**config.mk**
```make
export PLATFORM = sky130hd
export DESIGN_NAME = div_hilo_ctrl
export DESIGN_NICKNAME = d
export VERILOG_FILES = /design/src/rtl/div_hilo_ctrl_pkg.sv /design/src/rtl/div_hilo_ctrl.sv
export SDC_FILE = /design/constraint.sdc
export NUM_CORES = 1
export LEC_CHECK = 0
export ABC_AREA = 1
export CORE_MARGIN = 2
export CORE_UTILIZATION = 51
export CTS_CLUSTER_DIAMETER = 200
export DETAILED_ROUTE_END_ITERATION = 6
export HOLD_SLACK_MARGIN = 0.08
export PLACE_DENSITY = 0.9
export SYNTH_ARGS = -nofsm -noshare
export SYNTH_HDL_FRONTEND = slang
export SYNTH_SLANG_ARGS = --single-unit
export TNS_END_PERCENT = 100
```
**constraint.sdc**
```tcl
create_clock -name clk -period 4.58 [get_ports clk]
set_clock_uncertainty 0.2 [all_clocks]
set_input_delay 0.916 -clock clk [delete_from_list [all_inputs] [get_ports clk]]
set_output_delay 0.916 -clock clk [all_outputs]
set_load 0.02 [all_outputs]
```
**src/rtl/div_hilo_ctrl_pkg.sv**
```systemverilog
// Shared op codes, FSM state encoding and constants for the EX-stage
// multiply/divide control unit.
package div_hilo_ctrl_pkg;

  localparam logic [2:0] OP_NOP  = 3'd0;
  localparam logic [2:0] OP_DIV  = 3'd1;
  localparam logic [2:0] OP_DIVU = 3'd2;
  localparam logic [2:0] OP_MTHI = 3'd3;
  localparam logic [2:0] OP_MTLO = 3'd4;

  localparam logic [31:0] ZERO32 = 32'h0;

  typedef enum logic [1:0] {
    S_IDLE  = 2'd0,
    S_BUSY  = 2'd1,
    S_DONE  = 2'd2,
    S_DRAIN = 2'd3
  } state_t;

endpackage

```
**src/rtl/div_hilo_ctrl.sv**
```systemverilog
// Divide/MTHI/MTLO control: issues operands to the external divider, stalls the
// pipeline until it answers, and owns the architectural HI/LO registers.
module div_hilo_ctrl
  import div_hilo_ctrl_pkg::*;
#(
  parameter int          DRAIN_CYCLES = 40,
  parameter logic [31:0] HI_RST       = 32'h0,
  parameter logic [31:0] LO_RST       = 32'h0
) (
  input  logic        clk,
  input  logic        rst,
  input  logic        op_valid_i,
  input  logic [2:0]  op_i,
  input  logic [31:0] rs_i,
  input  logic [31:0] rt_i,
  input  logic        flush_i,
  output logic        stall_o,
  output logic        done_o,
  output logic [31:0] hi_o,
  output logic [31:0] lo_o,
  output logic        div_sel_o,
  output logic        div_sign_o,
  output logic [31:0] div_dividend_o,
  output logic [31:0] div_divisor_o,
  input  logic [63:0] div_result_i,
  input  logic        div_valid_i
);

  localparam int CW = $clog2(DRAIN_CYCLES + 1);

  state_t         state_reg;
  logic [CW-1:0]  cnt_reg;
  logic [31:0]    hi_reg;
  logic [31:0]    lo_reg;
  logic [31:0]    dividend_reg;
  logic [31:0]    divisor_reg;
  logic [63:0]    result_reg;
  logic           sel_reg;
  logic           sign_reg;
  logic           done_reg;

  logic is_div;
  logic div_req;
  logic mt_ok;

  assign is_div  = op_valid_i && ((op_i == OP_DIV) || (op_i == OP_DIVU));
  assign div_req = is_div && !flush_i;
  assign mt_ok   = op_valid_i && !flush_i && ((state_reg == S_IDLE) || (state_reg == S_DRAIN));

  // Stall must rise in the accept cycle itself, so it is decoded from state.
  always_comb begin
    stall_o = 1'b0;
    unique case (state_reg)
      S_IDLE:  stall_o = div_req;
      S_BUSY:  stall_o = 1'b1;
      S_DONE:  stall_o = 1'b0;
      S_DRAIN: stall_o = is_div;
      default: stall_o = 1'b0;
    endcase
  end

  always_ff @(posedge clk) begin
    if (rst) begin
      // Stale divider output may still arrive after a mid-op reset.
      state_reg    <= S_DRAIN;
      cnt_reg      <= CW'(DRAIN_CYCLES);
      hi_reg       <= HI_RST;
      lo_reg       <= LO_RST;
      dividend_reg <= ZERO32;
      divisor_reg  <= ZERO32;
      result_reg   <= {ZERO32, ZERO32};
      sel_reg      <= 1'b0;
      sign_reg     <= 1'b0;
      done_reg     <= 1'b0;
    end else begin
      done_reg <= 1'b0;
      unique case (state_reg)
        S_IDLE: begin
          if (div_req) begin
            dividend_reg <= rs_i;
            divisor_reg  <= rt_i;
            sign_reg     <= (op_i == OP_DIV);
            if (rt_i != ZERO32) begin
              sel_reg   <= 1'b1;
              state_reg <= S_BUSY;
            end else begin
              // Divide by zero never reaches the divider; commit leaves HI/LO as is.
              result_reg <= {lo_reg, hi_reg};
              done_reg   <= 1'b1;
              state_reg  <= S_DONE;
            end
          end
        end
        S_BUSY: begin
          if (flush_i) begin
            sel_reg   <= 1'b0;
            cnt_reg   <= CW'(DRAIN_CYCLES);
            state_reg <= S_DRAIN;
          end else if (div_valid_i) begin
            result_reg <= div_result_i;
            sel_reg    <= 1'b0;
            done_reg   <= 1'b1;
            state_reg  <= S_DONE;
          end
        end
        S_DONE: begin
          if (!flush_i) begin
            lo_reg <= result_reg[63:32];
            hi_reg <= result_reg[31:0];
          end
          state_reg <= S_IDLE;
        end
        S_DRAIN: begin
          if (cnt_reg <= CW'(1)) begin
            state_reg <= S_IDLE;
          end else begin
            cnt_reg <= cnt_reg - CW'(1);
          end
        end
        default: state_reg <= S_DRAIN;
      endcase

      if (mt_ok) begin
        if (op_i == OP_MTHI) hi_reg <= rs_i;
        if (op_i == OP_MTLO) lo_reg <= rs_i;
      end
    end
  end

  assign done_o         = done_reg;
  assign hi_o           = hi_reg;
  assign lo_o           = lo_reg;
  assign div_sel_o      = sel_reg;
  assign div_sign_o     = sign_reg;
  assign div_dividend_o = dividend_reg;
  assign div_divisor_o  = divisor_reg;

endmodule

```
; Word-level counts from Yosys, hierarchy flattened
; Cells that the tools add are included.
[op_classes]
eq_ne = 16
mux = 33
reduce_logical = 16
magnitude_cmp = 1
addsub = 1
[ops]
columns = cell, count
row1 = $mux W32, 8
row2 = $mux W64, 4
row3 = $pmux W64 S2, 1
row4 = $reduce_bool A32 Y1, 1
row5 = $mux W6, 2
row6 = $ne A2 B2 Y1 const B, 6
row7 = $pmux W6 S2, 1
row8 = $mux W2, 5
row9 = $mux W1, 8
row10 = $pmux W2 S4, 1
row11 = $eq A3 B2 Y1 const B, 2
row12 = $le A6 B1 Y1 const B, 1
row13 = $reduce_and A3 Y1, 2
row14 = $sub A6 B1 Y6 const B, 1
row15 = $reduce_and A5 Y1, 1
row16 = $eq A2 B2 Y1 const B, 2
row17 = $logic_and A1 B1 Y1, 4
row18 = $ne A2 B1 Y1 const B, 2
row19 = $pmux W1 S2, 2
row20 = $pmux W1 S4, 1
row21 = $reduce_and A4 Y1, 1
row22 = $reduce_bool A2 Y1, 2
row23 = $eq A3 B1 Y1 const B, 1
row24 = $eq A3 B3 Y1 const B, 1
row25 = 6 further kinds, 7
[totals]
ff_bits = 203
in_bits = 136
output_inout_bits = 132

; Longest topological paths before layout
[depth]
ltp_word = 6
depth_mapped = 11

; Worst setup path before layout
; OpenSTA, ideal clock, no wires.
[synth_path]
path_kind = input -> output
start = input op_valid_i
end = output stall_o
stages = 6
path_buffers = 0
arrival_time_ns = 1.582
setup_slack_ns = 1.882
path_cell_list = inv_1 a21oi_1 nand3_2 nand2_1 o21ai_0 inv_1
[synth_between]
elab_chain_len = 3
[synth_lines]
columns = item, line
row1 = start: declaration, div_hilo_ctrl.sv:12  ; input logic op_valid_i,
row2 = $logic_and A1 B1 Y1 (*), div_hilo_ctrl.sv:46  ; assign is_div = op_valid_i && ((op_i == OP_DIV) || (op_i == OP_DIVU));
row3 = $logic_and A1 B1 Y1, div_hilo_ctrl.sv:47  ; assign div_req = is_div && !flush_i;
row4 = $pmux W1 S4 (*), div_hilo_ctrl.sv:53  ; unique case (state_reg)
row5 = end: declaration, div_hilo_ctrl.sv:17  ; output logic stall_o,
; Every way passes the cells marked *; elsewhere a longest branch is shown, timed or not.

; Worst setup path after layout
[layout_path]
start = input op_i[1]
end = output stall_o
[layout_between]
elab_chain_len = 5
word_cells_on_any_way = 6
classes_between = 2 x eq/ne / 1 x mux / 3 x reduce/logical
[layout_lines]
columns = item, line
row1 = start: declaration, div_hilo_ctrl.sv:13  ; input logic [2:0] op_i,
row2 = $eq A3 B1 Y1 / $eq A3 B2 Y1 (equally long branches), div_hilo_ctrl.sv:46
row3 = $logic_or A1 B1 Y1 (*), div_hilo_ctrl.sv:46
row4 = $logic_and A1 B1 Y1 (*), div_hilo_ctrl.sv:46
row5 = $logic_and A1 B1 Y1, div_hilo_ctrl.sv:47
row6 = $pmux W1 S4 (*), div_hilo_ctrl.sv:53
; Marked as above.

==> results.md <==
- Crit path kind: primary input to primary output
- Number of synthesized flops with an enable pin: 0
- Crit path max fanout: 4
- Drt first-iter violations: 645
- Post-Syn Area: 0.00905 mm^2
- I/O Buffers: 267
- Pre-Repair DR Iteration Count: 6
- Grt ovf: 0
- Synth top area share: 0.449
- Die width: 137 um
- Synth Net Count: 1388
- Crit-path leading delay family: buffers and inverters
- PostCTS Resize Cnt: 0
- Status: finished, final reports clean
- Postcts setup bufs: 0
- Critical Path Max Stage Delay: 0.60 ns
- IR drop worst, VDD: 352 uV
- Core area: 0.0173 mm^2
- Dpl cells: 1662
- Worst-path cell chain: clkdlybuf4s50_1 > nor2_1 > nor2_1 > nand3_2 > nand2_1 > o21ai_0 > inv_1 > clkdlybuf4s50_1
- Wire per inst: 16.5 um
- Tightest Pin Transition: 1.04 ns
- Overall Global Routing Usage: 0.289
- Post-route ant nets: 0
- Max Slew Vio Count: 0
- Pwr/cell area: 497 mW/mm^2
- Avg Inst Size Synth: 7.27 um^2
- Sequential share of the synthesized area: 0.449
- RSZ-0062 raised after global routing: no
- Nets: 1603
- Max reg flops: 64
- Hold Crit Class: flop to flop
- Hold Buf Count CTS: 0
- First-pass GRT wire length: 43.2 mm
- Final GP Congestion: 0.948
- Clock tree buffer depth: 3
- DIE HEIGHT: 137 um
- Initial Util: 0.523
- Worst Path Required: 3.46 ns
- Synth top cells by count: 251 x nand2_1, 203 x dfxtp_1, 193 x nor2_1
- Ranking of synthesized cells by area: dfxtp_1 45%, nand2_1 10%, o21ai_0 9.1%
- CTS root buf: clkbuf_16
- Max-cap violations: 0
- CTS H-tree lvls: 1
- Post-Layout Cell Count: 1695
- Antenna cells: 0
- Synth warn: 0
- Crit-path slowest cell: clkdlybuf4s50_1
- Synth area leader: dfxtp_1
- DP HPWL: 18.2 mm
- Row count: 48
- CTS tree: yes
- Crit start category: primary input
- Via/cell ratio: 5.40
- Final routed DRC violation total: 0
- Critical path arrival: 2.72 ns
- I/O pin count: 268
- CP Capture Type: primary output
- Post-Synthesis Cells: 1246
- Clock latency at the later pin of the worst-skew pair: 0.49 ns
- Post-synth top flop: dfxtp_1
- Fmax: 260 MHz
- Total number of vias: 9153
- Final cycle utilization of the critical path: 0.839
- Setup-failing EPs final: 0
- Total wire length: 28.0 mm
- Worst Path Buf+Inv: 3
- Cts bufs inserted: 22
- Synth async-reset ratio: 0
- Initial antenna violation count: 0
- Slew headroom: 0.308
- Synth Register Bits: 203
- Final Hold Fails: 0
- Vias in the first global route: 8436
- Clock slew at reported path FFs: 0.05 ns
- Post-layout min period: 3.84 ns
- Die area: 0.0188 mm^2
- Static leakage: 5.31 nW
- Most common cell in the synthesized netlist: nand2_1
- Synth cell types: 27
- Share of cells above drive strength 1: 0.0585
- Sum Neg Setup Slack: 0 ns
- Synth-to-layout area growth: 37.4%
- Largest net degree at the start of global routing: 99
- Clock Sinks: 203
## power breakdown
part           leakage [nW]  internal [mW]  switching, mW
clock network         0.322          0.968          0.677
registers              1.65           2.11          0.168
logic                  3.34          0.863           1.39
## cells by family (layout without fill, tap and decap cells)
family                   count (synthesis)  in the layout  share of synthesized area
adder cells (fa/ha/maj)                  6              6                    0.00829
multiplexers                            68             68                     0.0799
XOR/XNOR                                 3              3                    0.00290
flip-flops                             203            203                      0.449
AND/OR/NAND/NOR                        494            494                      0.214
buffers and inverters                  163            387                     0.0735
AO/OA/AOI/OAI                          309            309                      0.173
## per-stage QoR
stage	power (mW)	hold slack, ns	area, um^2	setup slack [ns]	utilization
3_3_place_gp	4.42	0.249	11800	0.805	0.681
2_1_floorplan	3.86	0.248	9050	1.88	-
6_report	6.18	0.277	12400	0.739	0.719
3_5_place_dp	4.52	0.255	11800	0.778	0.681
4_1_cts	6.17	0.278	12400	0.770	0.719
5_1_grt	6.56	0.289	12400	0.620	0.719
## routing by layer
layer / GRT usage / wire length (um) / up-vias
met5: 0 / 0 / -
met4: 0.105 / 915 / 0
met3: 0.0427 / 1950 / 72
met2: 0.479 / 13000 / 369
met1: 0.383 / 12200 / 4238
li1: - / - / 4474
## placed cells by master, fill, tap and decap left out, types with 4 or more instances in the layout
cell type	synthesis	final
a21oi_1	141	141
buf_4	4	10
clkbuf_8	0	4
nand3_1	43	43
dfxtp_1	203	203
mux2i_1	34	34
clkbuf_16	0	23
clkdlybuf4s50_1	0	267
nor2_1	193	192
mux2_2	34	34
o21ai_0	165	165
nand2_1	251	249
inv_1	72	72
clkbuf_1	54	5
ha_1	6	5
## path summary, 6_finish.rpt
kind | startpoint | to | slack (ns) | cells past startpoint
worst max-delay path | op_i[1] | stall_o | 0.74 | 8
worst min-delay path | result_reg[25] | result_reg[25] | 0.28 | 2
worst max register to register | state_reg[1] | result_reg[51] | 1.62 | 9
worst min register to register | result_reg[25] | result_reg[25] | 0.28 | 2
## worst reg2reg max path, cell delays in order, from the launching register on
cell and delay [ns]:
dfxtp_1 0.33, inv_1 0.13, ha_4 0.15, buf_4 0.77, nand2_1 0.17, nand2_2 0.56, buf_12 0.29, nand3_1 0.10
nand2_1 0.10, nor2_1 0.05
## layout make-up
cell class / instances / area, um^2
Clock inverter: 1 / 5.00
Timing Repair Buffer: 279 / 2790
Tap cell: 225 / 282
Clock buffer: 32 / 649
Fill cell: 1297 / 4860
Sequential cell: 203 / 4060
Inverter: 75 / 284
Multi-Input combinational cell: 880 / 4370
No activity file was read; power rests on OpenSTA's default activity.
